--- src/rtl/seg7_pkg.sv ---
// Shared encodings for the signed-digit 7-segment scan block: scan index,
// active-high segment patterns, and the latched display record.
package seg7_pkg;

  // Scan position; the value doubles as the anode bit number.
  typedef enum logic [1:0] {
    IDX_UNITS    = 2'd0,
    IDX_TENS     = 2'd1,
    IDX_HUNDREDS = 2'd2,
    IDX_SIGN     = 2'd3
  } idx_e;

  localparam int NUM_DIGITS = 3;  // numeric lanes: units, tens, hundreds
  localparam int BCD_W      = 4;
  localparam int SEG_W      = 7;
  localparam int NUM_AN     = 4;

  // Active-high patterns, bit order {g,f,e,d,c,b,a}.
  localparam logic [SEG_W-1:0] SEG_0     = 7'b0111111;
  localparam logic [SEG_W-1:0] SEG_1     = 7'b0000110;
  localparam logic [SEG_W-1:0] SEG_2     = 7'b1011011;
  localparam logic [SEG_W-1:0] SEG_3     = 7'b1001111;
  localparam logic [SEG_W-1:0] SEG_4     = 7'b1100110;
  localparam logic [SEG_W-1:0] SEG_5     = 7'b1101101;
  localparam logic [SEG_W-1:0] SEG_6     = 7'b1111101;
  localparam logic [SEG_W-1:0] SEG_7     = 7'b0000111;
  localparam logic [SEG_W-1:0] SEG_8     = 7'b1111111;
  localparam logic [SEG_W-1:0] SEG_9     = 7'b1101111;
  localparam logic [SEG_W-1:0] SEG_MINUS = 7'b1000000;
  localparam logic [SEG_W-1:0] SEG_OFF   = 7'b0000000;

  // Latched display content; dig[0]=units, dig[1]=tens, dig[2]=hundreds.
  typedef struct packed {
    logic                             sign;
    logic [NUM_DIGITS-1:0][BCD_W-1:0] dig;
  } disp_t;

endpackage

--- src/rtl/bcd_to_seg7.sv ---
// One BCD code to an active-high 7-segment pattern. Codes 10..15 light
// nothing and raise invalid.
module bcd_to_seg7
  import seg7_pkg::*;
(
  input  logic [3:0] code,
  output logic [6:0] seg,
  output logic       invalid
);

  // Standard digit table; anything past 9 is dark and flagged.
  always_comb begin
    invalid = 1'b0;
    seg     = SEG_OFF;
    case (code)
      4'd0: seg = SEG_0;
      4'd1: seg = SEG_1;
      4'd2: seg = SEG_2;
      4'd3: seg = SEG_3;
      4'd4: seg = SEG_4;
      4'd5: seg = SEG_5;
      4'd6: seg = SEG_6;
      4'd7: seg = SEG_7;
      4'd8: seg = SEG_8;
      4'd9: seg = SEG_9;
      default: begin
        seg     = SEG_OFF;
        invalid = 1'b1;
      end
    endcase
  end

endmodule

--- src/rtl/signed_digits_7seg_scan.sv ---
// Latches sign/hundreds/tens/units on load and time-multiplexes them onto a
// 4-digit 7-segment display with leading-zero blanking and a '-' sign digit.
module signed_digits_7seg_scan #(
  parameter int REFRESH_DIV = 50000,
  parameter bit SEG_ACT_LOW = 1'b1,
  parameter bit AN_ACT_LOW  = 1'b1
) (
  input  logic       clk,
  input  logic       rst,
  input  logic       enable,
  input  logic       load,
  input  logic       sign_in,
  input  logic [3:0] hund_in,
  input  logic [3:0] tens_in,
  input  logic [3:0] units_in,
  output logic [3:0] an,
  output logic [6:0] seg,
  output logic       bcd_err
);

  import seg7_pkg::*;

  localparam int               PW          = (REFRESH_DIV > 2) ? $clog2(REFRESH_DIV) : 1;
  localparam logic [PW-1:0]    PRESC_TC    = PW'(REFRESH_DIV - 1);
  localparam logic [NUM_AN-1:0] AN_PIN_OFF = AN_ACT_LOW  ? {NUM_AN{1'b1}} : {NUM_AN{1'b0}};
  localparam logic [SEG_W-1:0] SEG_PIN_OFF = SEG_ACT_LOW ? {SEG_W{1'b1}}  : {SEG_W{1'b0}};

  disp_t                              disp_q, disp_d;
  logic  [PW-1:0]                     presc_q, presc_d;
  idx_e                               idx_q, idx_d;
  logic  [NUM_AN-1:0]                 an_q, an_d;
  logic  [SEG_W-1:0]                  seg_q, seg_d;

  logic  [NUM_DIGITS-1:0][SEG_W-1:0]  dig_seg;
  logic  [NUM_DIGITS-1:0]             dig_inv;

  logic                               show;
  logic  [SEG_W-1:0]                  pat;
  logic  [NUM_AN-1:0]                 an_hot;

  // One decoder per numeric lane, all fed from the latched digits.
  for (genvar i = 0; i < NUM_DIGITS; i++) begin : g_dec
    bcd_to_seg7 u_dec (
      .code    (disp_q.dig[i]),
      .seg     (dig_seg[i]),
      .invalid (dig_inv[i])
    );
  end

  // Capture on load; otherwise hold the last frame.
  always_comb begin
    disp_d = disp_q;
    if (load) begin
      disp_d.sign = sign_in;
      disp_d.dig  = {hund_in, tens_in, units_in};
    end
  end

  // Prescaler and scan index: parked at UNITS/0 while disabled so the first
  // slot after enable gets a full period.
  always_comb begin
    presc_d = presc_q;
    idx_d   = idx_q;
    if (!enable) begin
      presc_d = '0;
      idx_d   = IDX_UNITS;
    end else if (presc_q == PRESC_TC) begin
      presc_d = '0;
      idx_d   = idx_e'(idx_q + 2'd1);
    end else begin
      presc_d = presc_q + PW'(1);
    end
  end

  // Blanking mux and pin polarity for the current slot. Invalid codes keep
  // the anode on but light nothing (decoder already returns SEG_OFF).
  always_comb begin
    show = 1'b1;
    pat  = dig_seg[0];
    case (idx_q)
      IDX_UNITS: begin
        show = 1'b1;
        pat  = dig_seg[0];
      end
      IDX_TENS: begin
        show = (disp_q.dig[2] != 4'd0) || (disp_q.dig[1] != 4'd0);
        pat  = dig_seg[1];
      end
      IDX_HUNDREDS: begin
        show = (disp_q.dig[2] != 4'd0);
        pat  = dig_seg[2];
      end
      default: begin
        show = disp_q.sign;
        pat  = SEG_MINUS;
      end
    endcase

    an_hot = 4'b0001 << idx_q;
    an_d   = AN_PIN_OFF;
    seg_d  = SEG_PIN_OFF;
    if (enable && show) begin
      an_d  = AN_ACT_LOW  ? ~an_hot : an_hot;
      seg_d = SEG_ACT_LOW ? ~pat    : pat;
    end
  end

  // State and output registers.
  always_ff @(posedge clk or posedge rst) begin
    if (rst) begin
      disp_q  <= '0;
      presc_q <= '0;
      idx_q   <= IDX_UNITS;
      an_q    <= AN_PIN_OFF;
      seg_q   <= SEG_PIN_OFF;
    end else begin
      disp_q  <= disp_d;
      presc_q <= presc_d;
      idx_q   <= idx_d;
      an_q    <= an_d;
      seg_q   <= seg_d;
    end
  end

  assign an  = an_q;
  assign seg = seg_q;
  // Error follows the latched digits, so it is set by the capturing edge and
  // stays until a load with all three digits valid.
  assign bcd_err = |dig_inv;

endmodule
--- config.mk ---
export PLATFORM = sky130hd
export DESIGN_NAME = signed_digits_7seg_scan
export DESIGN_NICKNAME = d
export VERILOG_FILES = /design/src/rtl/seg7_pkg.sv /design/src/rtl/bcd_to_seg7.sv /design/src/rtl/signed_digits_7seg_scan.sv
export SDC_FILE = /design/constraint.sdc
export NUM_CORES = 1
export LEC_CHECK = 0
export CORE_ASPECT_RATIO = 0.7
export CORE_MARGIN = 3
export CORE_UTILIZATION = 40
export DETAILED_ROUTE_END_ITERATION = 10
export PLACE_DENSITY_LB_ADDON = 0.12
export SLEW_MARGIN = 30
export SYNTH_ARGS = -nofsm -noshare
export SYNTH_HDL_FRONTEND = slang
export SYNTH_SLANG_ARGS = --single-unit
--- constraint.sdc ---
create_clock -name clk -period 3.33 [get_ports clk]
set_input_delay 0.666 -clock clk [delete_from_list [all_inputs] [get_ports clk]]
set_output_delay 0.666 -clock clk [all_outputs]
set_load 0.02 [all_outputs]
; ---- Yosys cells after proc, flatten, opt, wreduce, memory -nomap -nowiden
; Cells that the tools add are included.
[word_totals]
in_bits = 17
rom_bits = 0
register_bits = 42
latchBits = 0
output_inout_bits = 12
mem_count = 0
mem_bits_rw = 0
[op_classes]
div_mod_pow = 0
reduce_logical = 12
mux = 14
addsub = 2
order_cmp = 0
n_eq_ne = 31
mul = 0
bitwise = 2
shifts = 1
[ops]
columns = cell, n
row1 = $pmux W7 S10, 3
row2 = $eq A4 B3 Y1 const B, 12
row3 = $mux W16, 2
row4 = $reduce_or A10 Y1, 3
row5 = $eq A4 B2 Y1 const B, 6
row6 = $eq A4 B4 Y1 const B, 6
row7 = $pmux W7 S3, 1
row8 = $add A16 B1 Y16 const B, 1
row9 = $eq A16 B16 Y1 const B, 1
row10 = $eq A4 B1 Y1 const B, 3
row11 = $logic_not A4 Y1, 3
row12 = $reduce_bool A4 Y1, 2
row13 = $mux W7, 1
row14 = $not A7 Y7, 1
row15 = $mux W2, 2
row16 = $mux W4, 1
row17 = $not A4 Y4, 1
row18 = $shl A1 B2 Y4 const A, 1
row19 = $mux W1, 3
row20 = $pmux W1 S3, 1
row21 = $reduce_or A3 Y1, 1
row22 = $add A2 B1 Y2 const B, 1
row23 = $eq A2 B1 Y1 const B, 1
row24 = $eq A2 B2 Y1 const B, 1
row25 = other kinds (4), 4

; ---- Depth between registers and ports, before layout
; Gate-level depths: netlist (run 1).
[depth]
depth_word = 5
ltp_mapped = 6
mapped_depth_nobuf = 6

; ---- By module
; Synthesis (run 1) repeated with hierarchy kept, for this count alone.
[hier_totals]
hier_cells = 234
area_unflattened_um2 = 2537.4
[modules_own_cells]
columns = mod, seq_area_each_um2, area_per_inst_um2, cells_per_inst, instances
row1 = signed_digits_7seg_scan, 1064.8, 1951.9, 162, 1
row2 = bcd_to_seg7, 0.0, 195.2, 24, 3

; ---- Least setup slack after synthesis (run 1)
; Ideal clock, no wire load.
[synth_timing]
path_type = register to register
from = reg idx_q[0]
to = reg seg_q[3], in the netlist seg[3]
t_required_ps = 3271
t_arrival_ps = 1761
path_slack_ps = 1511
n_path_buf = 0
period_less_slack_ps = 1819
stages_incl_launch_ff = 7
cell_sequence = dfrtp_1 > inv_1 > ha_1 > or4_1 > o31ai_2 > a211o_2 > or2_2
[synth_via]
elab_chain_len = 4
[synth_lines]
columns = element, line
row1 = from (decl), signed_digits_7seg_scan.sv:30  ; idx_e idx_q, idx_d;
row2 = from (signal assigned), signed_digits_7seg_scan.sv:119  ; idx_q <= idx_d;
row3 = $eq A2 B2 Y1 (tied with other cells), signed_digits_7seg_scan.sv:80  ; case (idx_q)
row4 = $pmux W1 S3 / $pmux W7 S3 (equally long branches), signed_digits_7seg_scan.sv:80
row5 = $logic_and A1 B1 Y1 / $not A7 Y7 (equally long branches), "signed_digits_7seg_scan.sv:102, signed_digits_7seg_scan.sv:104"
row6 = $mux W7 (*), signed_digits_7seg_scan.sv:102  ; if (enable && show) begin
row7 = via seg_d[3], signed_digits_7seg_scan.sv:32  ; logic [SEG_W-1:0] seg_q, seg_d;
row8 = to (signal assigned), signed_digits_7seg_scan.sv:121  ; seg_q <= seg_d;
row9 = to (decl), signed_digits_7seg_scan.sv:32
; The timed path passes the listed nets; every way through them passes the cells marked *.
; A chain may end at the register's enable or synchronous reset.

; ---- Worst setup path in the final report (run 1)
[layout_timing]
from = reg disp_q[6] (netlist bit)
to = out bcd_err
[layout_via]
elab_chain_len = 4
[layout_lines]
columns = element, line
row1 = from (decl), signed_digits_7seg_scan.sv:28  ; disp_t disp_q, disp_d;
row2 = from (signal assigned), signed_digits_7seg_scan.sv:117  ; disp_q <= disp_d;
row3 = $eq A4 B1 Y1 (tied with other cells), bcd_to_seg7.sv:15  ; case (code)
row4 = $reduce_or A10 Y1 (no line) (*), -
row5 = $mux W1 (*), bcd_to_seg7.sv:15
row6 = $reduce_or A3 Y1 (*), signed_digits_7seg_scan.sv:129  ; assign bcd_err = |dig_inv;
row7 = to (decl), signed_digits_7seg_scan.sv:18  ; output logic bcd_err
; Mark *: on every way between the ends. The rest lies on a longest branch, timed or not.

==> flow_metrics.tcl, run 1 <==
set metrics [dict create \
    worst_pin_slew_ns 0.6340 \
    use_met2_pct 18.04 \
    fin_crit_ns 2.520 \
    grtUsageTotal_pct 14.73 \
    post_cts_buffers 0 \
    final_cell_mix "31 x dfrtp_1, 28 x clkdlybuf4s50_1, 21 x nor2_1" \
    ys_seq_area_share_pct 46.00 \
    async_flop_share_pct 100.0 \
    grt_overflow 0 \
    cts_root_buf "clkbuf_8" \
    cts.sinks 42 \
    gp_congestion 0.8402 \
    grt_use_met3_pct 3.719 \
    final_common_cell "dfrtp_1" \
    cp.arrival_ns 1.85 \
    cts_max_path_buffers 2 \
    n_antenna_cell 0 \
    clkLatencyLatePin_ns 0.28 \
    max_stage_delay_ns 0.55 \
    final_hold_viol_count 0 \
    cts_made_buffers 5 \
    initial_core_util_pct 42.69 \
    cp_slowest_cell "clkdlybuf4s50_1" \
    syn_area_per_cell_um2 9.850 \
    timing.fmax_mhz 396.8 \
    dp_hpwl_um 3449 \
    antenna_left 0 \
    via_count 1780 \
    syn_area_mm2 0.002315 \
    routed_wl_um 4818 \
    fin_crit_sh_pct 75.68 \
    cp_top_family "buffers and inverters" \
    cp-start-kind "register" \
    cap_violations 0 \
    utilization_pct 50.07 \
    rsz0062_at_grt "false" \
    power_density_mw_per_mm2 396.3 \
    antenna_found_initial 0 \
    multiInputGateArea_mm2 0.001147 \
    cp.required_ns 2.66 \
    critPathKind "register to output pin" \
    die_y_um 69.65 \
    drt-wirelength-per-cell_um 14.64 \
    drv_slew 0 \
    hold_path.class "register to register" \
    path_cells "or2_2 -> nand2_1 -> nand3_1 -> clkdlybuf4s50_1" \
    grt.busiest_layer "met1" \
    skew_ns 0.006643 \
    layout-drive-gt1-share_pct 16.73 \
    grt_pass1_wl_um 8162 \
    fin_ws_ns 0.8099 \
    dieArea_mm2 0.006750 \
    post_cts_resized 0 \
    synth_flop_cell "dfrtp_1" \
    grt_max_degree 43 \
    ys_seq_elements 42 \
    fp.coreArea_mm2 0.005423 \
    drt_iter0_drc 196 \
    ir_drop_uv 163.5 \
    place_ws_ns 1.117 \
    synth_edf_count 0 \
    end_kind "output pin" \
    final_net_count 279 \
    dr.pass1.iters 4 \
    synth.top_cell.area_share_pct 33.51 \
    cellLeakagePower_nw 1.088 \
    fillers 513 \
    clk_pin_slew_ns 0.08 \
    synth_cells 235 \
    cp_max_fo 11 \
    drc 0 \
    grt_util_met1_pct 25.08 \
    syn-num-nets 258 \
    cts_tree "yes" \
    path_buf_inv 1 \
    portBuffers 28 \
    seq_area_mm2 0.001065 \
    ctsHoldBuffers 0 \
    die_w_um 96.92 \
    synth.area.top_cells "dfrtp_1 34%, dfstp_2 12%, mux2_2 5.4%, xnor2_1 3.8%, nor2_1 3.4%" \
    io-pin-count 29 \
    yosysTopAreaCell "dfrtp_1" \
    viasPerCell 5.410 \
    status "finished, final reports clean" \
    finalSetupViolations 0 \
    yosys_warnings 0 \
    htree_levels 2 \
    ys_types 48 \
    relSlewSlack_pct 57.73 \
    rows 22 \
    tns_ns 0 \
    holdWs_ns 0.4862 \
    syn_to_final_growth_pct 17.30 \
    first_global_vias 1580 \
]
## synth_stat cells, types with 3 or more instances
| cell type | instances |
|---|---|
| xnor2_1 | 10 |
| dfstp_2 | 11 |
| o21ai_0 | 10 |
| or2_2 | 5 |
| a21bo_2 | 4 |
| clkbuf_1 | 14 |
| inv_1 | 12 |
| nor4_1 | 3 |
| or3_1 | 5 |
| nand4_1 | 6 |
| dfrtp_1 | 31 |
| o21a_1 | 3 |
| nand2_1 | 15 |
| nor2_1 | 21 |
| a21o_1 | 5 |
| nand3_1 | 5 |
| nor3b_1 | 3 |
| ha_1 | 6 |
| nor2b_1 | 3 |
| o21bai_1 | 3 |
| mux2_2 | 11 |
| o22ai_1 | 4 |
| a21oi_1 | 9 |
| nor3_1 | 3 |
## layer usage
layer	vias up	share of wire, %
li1	869	-
met1	851	56
met2	58	38
met3	2	6.2
met4	0	0.27
met5	-	0
## final timing paths
kind	from	endpoint	slack, ns	cells after the start
setup / recovery	disp_q[6]	bcd_err	0.81	4
hold / removal	presc_q[0]	presc_q[0]	0.49	1
setup reg to reg	idx_q[0]	seg[6]	1.26	6
hold reg to reg	presc_q[0]	presc_q[0]	0.49	1
max in group asynchronous	rst	an[3]	2.14	3
min in group asynchronous	rst	presc_q[12]	0.81	3
## metrics by stage
step / area [µm²] / cells / total power, mW
after CTS: 2715 / 329 / 1.091
after floorplan: 2315 / 235 / 0.7090
after detailed placement: 2635 / 321 / 0.7736
after global routing: 2715 / 329 / 1.141
after global placement: 2635 / 321 / 0.7724
final: 2715 / 329 / 1.076
## sequential cells by signal, summed over array words and instances, names as in the netlist
register,flops
idx_q,2
an,4
presc_q,16
seg,7
disp_q,13
## area by class of cell
class / instances / area share [%]
Multi-Input combinational cell: 166 / 42.26
Timing Repair Buffer: 29 / 10.60
Sequential cell: 42 / 39.22
Tap cell: 72 / 3.318
Clock buffer: 8 / 2.949
Inverter: 12 / 1.659
## report_power, final
part	internal, mW	switching [mW]	leakage, nW	total [mW]
sequential	0.545	0.0469	0.518	0.592
clock	0.149	0.163	0.0395	0.313
combinational	0.0935	0.0776	0.531	0.171
## cells by family after synthesis
logic type               Yosys count  synth area share, %
adder cells (fa/ha/maj)            6                3.243
multiplexers                      13                6.216
flip-flops                        42                46.00
AND/OR/NAND/NOR                   81                18.86
buffers and inverters             27                4.432
XOR/XNOR                          12                4.541
AO/OA/AOI/OAI                     54                16.70
Note: power is estimated with default switching activity, not from simulation.
==> run 2: changes to the inputs <==
- clock period: 3.33 -> 2.3 ns (I/O delays scaled with it)
==> flow_metrics.tcl, run 2 (synthesis results as in run 1) <==
set metrics [dict create \
    top_register "presc_q" \
    portBuffers 28 \
    rows 22 \
    multiInputGateArea_mm2 0.001147 \
    cp.arrival_ns 1.73 \
    tns_ns 0 \
    fp.coreArea_mm2 0.005423 \
    drt_iter0_drc 145 \
    gp_congestion 0.8287 \
    cts_max_path_buffers 2 \
    post_cts_buffers 0 \
    first_global_vias 1614 \
    power_density_mw_per_mm2 569.4 \
    fillers 508 \
    drc 0 \
    clkLatencyLatePin_ns 0.29 \
    utilization_pct 51.11 \
    via_count 1765 \
    hold_path.class "register to register" \
    grtUsageTotal_pct 15.34 \
    final_cell_mix "30 x dfrtp_1, 28 x clkdlybuf4s50_1, 21 x nor2_1" \
    fin_ws_ns 0.1107 \
    critPathKind "register to output pin" \
    largest_reg_flops 16 \
    ir_drop_uv 197.1 \
    dp_hpwl_um 3559 \
    status "finished, final reports clean" \
    fin_cells 336 \
    cts.sinks 42 \
    final_common_cell "dfrtp_1" \
    cts_made_buffers 5 \
    worst_pin_slew_ns 0.7695 \
    viasPerCell 5.253 \
    cp.required_ns 1.84 \
    grt_pass1_wl_um 8349 \
    end_kind "output pin" \
    ctsHoldBuffers 0 \
    r2r_cells 6 \
    finalSetupViolations 0 \
    holdWs_ns 0.4818 \
    grt_max_degree 43 \
    cp_max_fo 5 \
    final_net_count 286 \
    fin_crit_sh_pct 95.18 \
    p_total_mw 1.578 \
    dieArea_mm2 0.006750 \
    cts_tree "yes" \
    final_hold_viol_count 0 \
    fin_crit_ns 2.189 \
    cellLeakagePower_nw 1.125 \
    place_ws_ns 0.3074 \
    antenna_left 0 \
    holdPathStages 1 \
    cap_violations 0 \
    seq_area_mm2 0.001066 \
    dr.pass1.iters 5 \
    syn_to_final_growth_pct 19.73 \
    antenna_found_initial 0 \
    routed_wl_um 4908 \
    cts_root_buf "clkbuf_8" \
    die_w_um 96.92 \
    die_y_um 69.65 \
    initial_core_util_pct 42.69 \
    skew_ns 0.007441 \
    drv_slew 0 \
    drt-wirelength-per-cell_um 14.61 \
    n_antenna_cell 0 \
    io-pin-count 29 \
    htree_levels 2 \
    clk_pin_slew_ns 0.08 \
    layout-drive-gt1-share_pct 20.08 \
    relSlewSlack_pct 48.70 \
    dpl_cell_area_mm2 0.002688 \
    final_cell_area_mm2 0.002771 \
    grt_overflow 0 \
    cp-start-kind "register" \
    post-place-cells 328 \
    timing.fmax_mhz 456.8 \
    rsz0062_at_grt "false" \
]
[run 2: where the power goes]
| part | leakage [nW] | internal, mW | switching [mW] |
|---|---|---|---|
| Combinational | 0.564 | 0.145 | 0.132 |
| Clock | 0.0450 | 0.211 | 0.247 |
| Sequential | 0.517 | 0.790 | 0.0523 |
[run 2: worst max-delay path, stage by stage (launching register included)]
cell and delay [ns]:
dfrtp_1 0.37, or2_2 0.35, nand2_1 0.09, nand3_1 0.08, clkdlybuf4s50_1 0.55
[run 2: final timing paths]
kind | from | endpoint | slack [ns]
worst max-delay path | disp_q[5] | bcd_err | 0.11
worst min-delay path | presc_q[0] | presc_q[0] | 0.48
worst max register to register | idx_q[1] | seg[6] | 0.29
worst min register to register | presc_q[0] | presc_q[0] | 0.48
max in group asynchronous | rst | disp_q[3] | 1.31
min in group asynchronous | rst | presc_q[11] | 0.60
[run 2: repair_timing]
item | 4_1_cts | 5_1_grt
setup endpoints to repair | 0 | 1
gates resized for setup | 0 | 1
hold endpoints to repair | 0 | 0
[run 2: cell type report]
class,instances,area share (%)
clock buffer,6,2.619
timing repair buffer,36,12.28
multi-input combinational,166,41.40
clock inverter,2,0.3612
sequential,42,38.46
inverter,12,1.625
tap,72,3.251
[run 2: per-layer routing]
layer / vias to the layer above / global-route usage [%] / wire, µm
li1: 892 / - / -
met1: 832 / 25.85 / 2775
met2: 37 / 18.65 / 1856
met3: 4 / 3.317 / 232
met4: 0 / 4.206 / 44
met5: - / 0 / 0
